===== src/rtl/control_unit_pkg.sv =====
// control_unit_pkg: shared definitions for the instruction sequencer.
//   - control-line indices into the control vector (index 0 is the MSB of
//     the [0:NCTRL-1] vector)
//   - FSM state and opcode encodings
package control_unit_pkg;

  // Control-line indices.
  localparam int INIT_PC  = 0;
  localparam int ABUS_PC  = 1;
  localparam int ABUS_R0  = 2;
  localparam int IR_RBUS  = 3;
  localparam int R0_RBUS  = 4;
  localparam int INC_PC   = 5;
  localparam int ACC_RBUS = 6;
  localparam int ADD_OP   = 7;
  localparam int ACC_ALU  = 8;
  localparam int WBUS_ACC = 9;
  localparam int PC_R0    = 10;

  localparam int MAX_CONTROL_LINES = 11;

  typedef enum logic [3:0] {
    S_RESET,
    S_IDLE,
    S_FETCH,
    S_DECODE,
    S_RD_OP,
    S_WR_OP,
    S_ALU,
    S_BRANCH,
    S_HALTED
  } state_e;

  typedef enum logic [3:0] {
    OP_HLT = 4'h0,
    OP_LDA = 4'h1,
    OP_STA = 4'h2,
    OP_ADD = 4'h3,
    OP_JMP = 4'h4,
    OP_JZ  = 4'h5
  } opcode_e;

endpackage


===== src/rtl/control_unit.sv =====
// control_unit: fetch / decode / execute sequencer for data_path.
// Ports:
//   clk, rst_n  - clock (rising edge), asynchronous active-low reset
//   run         - start next instruction; sampled only in IDLE
//   IR          - opcode from the datapath IR register
//   Z           - zero flag from the datapath
//   mem_ack     - memory completion (may arrive in the first request cycle)
//   control     - datapath control lines, indices from control_unit_pkg
//   mem_req     - memory request, held until mem_ack
//   mem_we      - write qualifier, valid while mem_req is high
//   halted      - high while in HALTED
//   illegal     - one-cycle pulse when DECODE sees an undefined opcode
// NCTRL must be at least MAX_CONTROL_LINES.
module control_unit
  import control_unit_pkg::*;
#(
  parameter int NCTRL = MAX_CONTROL_LINES
) (
  input  logic             clk,
  input  logic             rst_n,
  input  logic             run,
  input  logic [3:0]       IR,
  input  logic             Z,
  input  logic             mem_ack,
  output logic [0:NCTRL-1] control,
  output logic             mem_req,
  output logic             mem_we,
  output logic             halted,
  output logic             illegal
);

  state_e           state_q, state_d;
  logic [0:NCTRL-1] ctrl_d;
  logic             req_d, we_d, halt_d, ill_d;

  // NOTE: state registers use non-blocking assignments so every flop
  // samples the pre-edge values regardless of process ordering.
  always_ff @(posedge clk or negedge rst_n) begin
    if (!rst_n) state_q <= S_RESET;
    else        state_q <= state_d;
  end

  // NOTE: every signal written here gets a default first; a path that
  // leaves one unassigned would infer a latch.
  always_comb begin
    state_d = state_q;
    ctrl_d  = '0;
    req_d   = 1'b0;
    we_d    = 1'b0;
    halt_d  = 1'b0;
    ill_d   = 1'b0;

    case (state_q)
      S_RESET: begin
        ctrl_d[INIT_PC] = 1'b1;
        state_d         = S_IDLE;
      end

      S_IDLE: begin
        if (run) state_d = S_FETCH;
      end

      S_FETCH: begin
        // Capture strobes are qualified by mem_ack so the datapath only
        // loads IR/R0 and bumps PC on the completing edge.
        ctrl_d[ABUS_PC] = 1'b1;
        req_d           = 1'b1;
        if (mem_ack) begin
          ctrl_d[IR_RBUS] = 1'b1;
          ctrl_d[R0_RBUS] = 1'b1;
          ctrl_d[INC_PC]  = 1'b1;
          state_d         = S_DECODE;
        end
      end

      S_DECODE: begin
        case (IR)
          OP_LDA, OP_ADD: state_d = S_RD_OP;
          OP_STA:         state_d = S_WR_OP;
          OP_JMP, OP_JZ:  state_d = S_BRANCH;
          OP_HLT:         state_d = S_HALTED;
          default: begin
            ill_d   = 1'b1;
            state_d = S_IDLE;
          end
        endcase
      end

      S_RD_OP: begin
        ctrl_d[ABUS_R0] = 1'b1;
        req_d           = 1'b1;
        if (mem_ack) begin
          if (IR == OP_ADD) begin
            ctrl_d[R0_RBUS] = 1'b1;
            state_d         = S_ALU;
          end else begin
            ctrl_d[ACC_RBUS] = 1'b1;
            state_d          = S_IDLE;
          end
        end
      end

      S_ALU: begin
        ctrl_d[ADD_OP]  = 1'b1;
        ctrl_d[ACC_ALU] = 1'b1;
        state_d         = S_IDLE;
      end

      S_WR_OP: begin
        ctrl_d[ABUS_R0]  = 1'b1;
        ctrl_d[WBUS_ACC] = 1'b1;
        req_d            = 1'b1;
        we_d             = 1'b1;
        if (mem_ack) state_d = S_IDLE;
      end

      S_BRANCH: begin
        // Z is stable here: nothing between the last ALU cycle and this
        // one writes the flag.
        if (IR == OP_JMP || (IR == OP_JZ && Z)) ctrl_d[PC_R0] = 1'b1;
        state_d = S_IDLE;
      end

      S_HALTED: begin
        halt_d = 1'b1;
      end

      default: state_d = S_RESET;
    endcase
  end

  // NOTE: outputs are gated by rst_n so they clear the instant reset is
  // asserted, dropping any outstanding request without waiting for a clock.
  assign control = rst_n ? ctrl_d : '0;
  assign mem_req = rst_n & req_d;
  assign mem_we  = rst_n & we_d;
  assign halted  = rst_n & halt_d;
  assign illegal = rst_n & ill_d;

endmodule


===== config.mk =====
export PLATFORM = sky130hd
export DESIGN_NAME = control_unit
export DESIGN_NICKNAME = d
export VERILOG_FILES = /design/src/rtl/control_unit_pkg.sv /design/src/rtl/control_unit.sv
export SDC_FILE = /design/constraint.sdc
export NUM_CORES = 1
export LEC_CHECK = 0
export CAP_MARGIN = 25
export CORE_MARGIN = 2
export CORE_UTILIZATION = 25
export DETAILED_ROUTE_END_ITERATION = 10
export REMOVE_ABC_BUFFERS = 1
export SYNTH_ARGS = -nofsm -noshare
export SYNTH_HDL_FRONTEND = slang
export SYNTH_SLANG_ARGS = --single-unit

===== constraint.sdc =====
create_clock -name clk -period 1.4 [get_ports clk]
set_input_delay 0.21 -clock clk [delete_from_list [all_inputs] [get_ports clk]]
set_output_delay 0.21 -clock clk [all_outputs]
set_load 0.02 [all_outputs]

# After elaboration in Yosys (flattened, before gate mapping)
# Cells that the tools add are included.
# op_classes
n_addsub,0
multipliers,0
div_mod_pow,0
n_lt_le_gt_ge,0
n_eq_ne,17
shifts,0
muxes,28
bitwise_logic,5
reduce_logical,11
# ops
op,n
4-bit one-hot mux with 7 select lines,1
"4-bit by 3-bit == test with 1-bit output, second input constant",6
1-bit 2-to-1 mux,17
"4-bit by 2-bit == test with 1-bit output, second input constant",4
4-bit 2-to-1 mux,4
4-bit one-hot mux with 4 select lines,1
11-bit 2-to-1 mux,1
"4-bit by 1-bit == test with 1-bit output, second input constant",2
4-bit zero test,2
"2-bit inequality test, second input constant",4
3-bit 2-to-1 mux,2
2-bit OR reduction,3
3-bit OR reduction,2
6-bit OR reduction,1
5-bit AND reduction,1
1-bit bitwise AND,4
"4-bit == test, second input constant",1
2-bit 2-to-1 mux,1
1-bit one-hot mux with 2 select lines,1
1-bit logical AND,1
1-bit logical OR,1
1-bit NOT,1
# word_totals
reg_bits,4
latch_bits,0
ram_bits,0
romBits,0
input_bits,9
out_inout_bits,15
elab_cells,62
memories,0

# Depth between registers and ports, before layout
# depth
ltp_word,6
depth_mapped,5
depth_no_buf,4

# Worst setup path after synthesis
# Ideal clock, no wire load.
# synth_path
kind,reg-to-output
from,register state_q[0]
to,output port control[3] (netlist name)
arrival_ps,1739
t_required_ps,1190
slack_ps,-549
path_stages_with_launch,5
path_buffers,2
cell_sequence,dfrtp_1 > buf_6 > or3b_4 > nor3_1 > buf_4
# synth_via
elab_chain_cells,3
# synth_rtl
item,line_no,text
start: declaration,control_unit.sv:32,"state_e state_q, state_d;"
start signal: assignment,control_unit.sv:40,else state_q <= state_d;
4-bit by 2-bit == test with 1-bit output,control_unit.sv:53,case (state_q)
1-bit 2-to-1 mux,control_unit.sv:53,
11-bit 2-to-1 mux,control_unit.sv:134,assign control = rst_n ? ctrl_d : '0;
end: declaration,control_unit.sv:25,"output logic [0:NCTRL-1] control,"
# Every way passes these cells.

# Worst setup path after layout
# layout_path
from,register state_q[0]
to,output port control[1] (netlist name)
# Same word-level chain as after synthesis.

==> results_dict.tcl <==
set metrics [dict create \
    cts_tree "yes" \
    finalPower_w 0.00180 \
    status "finished with violations" \
    setup_ws_ns -0.252 \
    diodes 0 \
    rsz0062_at_grt "true" \
    pre_cts_ws_ns -0.876 \
    fin_skew_ns 0.0000586 \
    cts_num_sinks 4 \
    yosysTopAreaCell "dfrtp_1" \
    reg2reg_depth 7 \
    vias 681 \
    slowest_delay_ns 0.46 \
    total_leakage_power_nw 0.541 \
    drt_iter0_drc 3 \
    track_usage_pct 14.2 \
    yosys.area_share.simple_pct 48.8 \
    critPathRequiredTime_ns 1.19 \
    syn_area_per_cell_um2 8.88 \
    synthMuxAreaShare_pct 1.79 \
    utilization_pct 54.2 \
    portBuffers 23 \
    critPathTopFamily "simple AND/OR/NAND/NOR gates" \
    synth_adder_area_share_pct 0 \
    worstMarginPinSlew_ns 0.356 \
    r2r_slack_ns -0.13 \
    endpoint_kind "primary output" \
    die_w_um 51.3 \
    root_buffer "clkbuf_4" \
    largest_register_ffs 4 \
    drive_above_1_share_pct 69.6 \
    synth_top_family_by_area "simple AND/OR/NAND/NOR gates" \
    ys_seq_area_share_pct 17.9 \
    largest_registers "state_q: 4 flops" \
    slew_viol_final 0 \
    failed_checks "setup timing" \
    combPwrFrac_pct 82.0 \
    areaGrowthSynthToFinish_pct 110 \
    grt_max_degree 11 \
    fmax_mhz 605 \
    cp.depth 3 \
    ios 24 \
    largest_register "state_q" \
    hold_viol_final 0 \
    swShare_pct 40.9 \
    grt_pass1_vias 649 \
    p_sw_w 0.000734 \
    vias_per_cell 4.76 \
    synth_xor_area_share_pct 0 \
    ys_seq_elements 4 \
    pwr-share-seq_pct 10.2 \
    hp-class "in -> async" \
    fin_crit_sh_pct 118 \
    die_area_um2 2630 \
    vdd_ir_drop_max_v 0.000777 \
    numCtsBuffers 3 \
    relSlewSlack_pct 76.3 \
    ys_top_cells_by_area "dfrtp_1, buf_6, nand2b_1" \
    wl_um 1830 \
    clk_latency_ns 0.23 \
    routedWlPerCell_um 12.8 \
    grt_pass1_wl_um 2880 \
    antenna_left 0 \
    power.density_nw_per_um2 1530 \
    antenna_found_initial 0 \
    worstPathCellList "or3b_4 -> nor3b_2 -> buf_4" \
    internal-power_w 0.00106 \
    yosysTopAreaCellShare_pct 17.9 \
    gr-total-overflow 0 \
    rows 17 \
    crit_fanout 5 \
    holdBufCountCts 0 \
    synth_cells 63 \
    path_buf_inv 1 \
    hpwl_um 1290 \
    setup_viol 17 \
    drv_cap 0 \
    power_frac_clock_pct 7.8 \
    clockBufferDepth 2 \
    path_class "reg -> out" \
    ys_warn_count 0 \
    gp_congestion 0.745 \
    synth_area_um2 559 \
    period_needed_ns 1.65 \
    crit_path_start_kind "register" \
    slowest_stage "or3b_4" \
    synth-compound-area-share_pct 18.8 \
    dr.pass1.iters 2 \
    worstPathArrival_ns 1.44 \
    fin_nets 126 \
    htreeDepth 1 \
    cts.clk_slew.worst_paths_ns 0.04 \
    ys_types 34 \
    start_util_pct 25.8 \
    remaining_drc_errors 0 \
    die_h_um 51.3 \
    core_um2 2170 \
]
## metrics by stage
stage | instance area (um^2) | hold WS [ns] | cells | TNS [ns]
2_1_floorplan | 492 | -0.0856 | 56 | -4.40
3_3_place_gp | 930 | 0.619 | 130 | -10.36
3_5_place_dp | 930 | 0.624 | 130 | -10.91
4_1_cts | 1010 | 0.183 | 136 | -3.05
5_1_grt | 1180 | 0.291 | 143 | -3.66
6_report | 1180 | 0.276 | 143 | -2.50
## routing by layer
layer / global-route usage [%] / wire, um / vias up / part of all wire, %
li1: - / - / 338 / -
met1: 17.3 / 795 / 327 / 44
met2: 24.9 / 952 / 16 / 52
met3: 2.92 / 76 / 0 / 4.2
met4: 4.82 / 0 / 0 / 0
met5: 0 / 0 / - / 0
## final timing paths
kind	end	from
setup / recovery	control[1]	state_q[0]$_DFFE_PN0P_
setup reg to reg	state_q[0]$_DFFE_PN0P_	state_q[0]$_DFFE_PN0P_
min in group clk	state_q[3]$_DFFE_PN0P_	IR[0]
hold reg to reg	state_q[2]$_DFFE_PN0P_	state_q[3]$_DFFE_PN0P_
max in group asynchronous	state_q[2]$_DFFE_PN0P_	rst_n
hold / removal	state_q[3]$_DFFE_PN0P_	rst_n
## layout make-up
class                           instances  area (um^2)
Clock buffer                            3         22.5
Fill cell                             214          993
Inverter                                1         3.75
Multi-Input combinational cell         51          532
Sequential cell                         4          100
Tap cell                               28         35.0
Timing Repair Buffer                   56          483
## cells in the final DEF (no fill, tap or decap), drive strengths merged, types with 3 or more instances in the layout
cell | Yosys | final
buf | 7 | 48
nor2 | 7 | 7
nand2 | 5 | 5
nor4 | 5 | 5
dlygate4sd2 | 0 | 4
dfrtp | 4 | 4
nor3b | 4 | 4
nand2b | 4 | 4
a21oi | 3 | 3
clkbuf | 0 | 3
nand3b | 3 | 3
## synthesized netlist by cell type, drive strengths merged
master and count:
a32o 1, a21o 1, o21bai 1, nor4 5, nor3 2, a211oi 1
nand2 5, inv 1, nand3b 3, nor4b 2, nor2b 2, and4bb 1
buf 7, mux2i 1, dfrtp 4, o31ai 2, nand3 1, nor2 7
o21ai 1, nor3b 4, nand2b 4, a2111oi 1, or3b 2, a41oi 1
a21oi 3
## power by group through the flow
stage | Combinational, W | Sequential (W) | Clock [W]
after CTS | 0.00114 | 0.000181 | 0.000149
after global placement | 0.000977 | 0.000176 | 0
after floorplan | 0.000462 | 0.000266 | 0
after global routing | 0.00158 | 0.000186 | 0.000157
after detailed placement | 0.000986 | 0.000179 | 0
final | 0.00147 | 0.000183 | 0.000140
## cells by family after synthesis
| group | count (synthesis) |
|---|---|
| flops | 4 |
| mux | 1 |
| compound gates | 12 |
| simple gates | 38 |
| buf+inv | 8 |
## what timing repair did
action,in CTS,in global routing
setup endpoints to repair,17,18
resized for setup,99,30
pin swaps,8,15
endpoints found under the hold margin,0,0
setup buffers,3,8
Power figures use the tool's default switching activity.
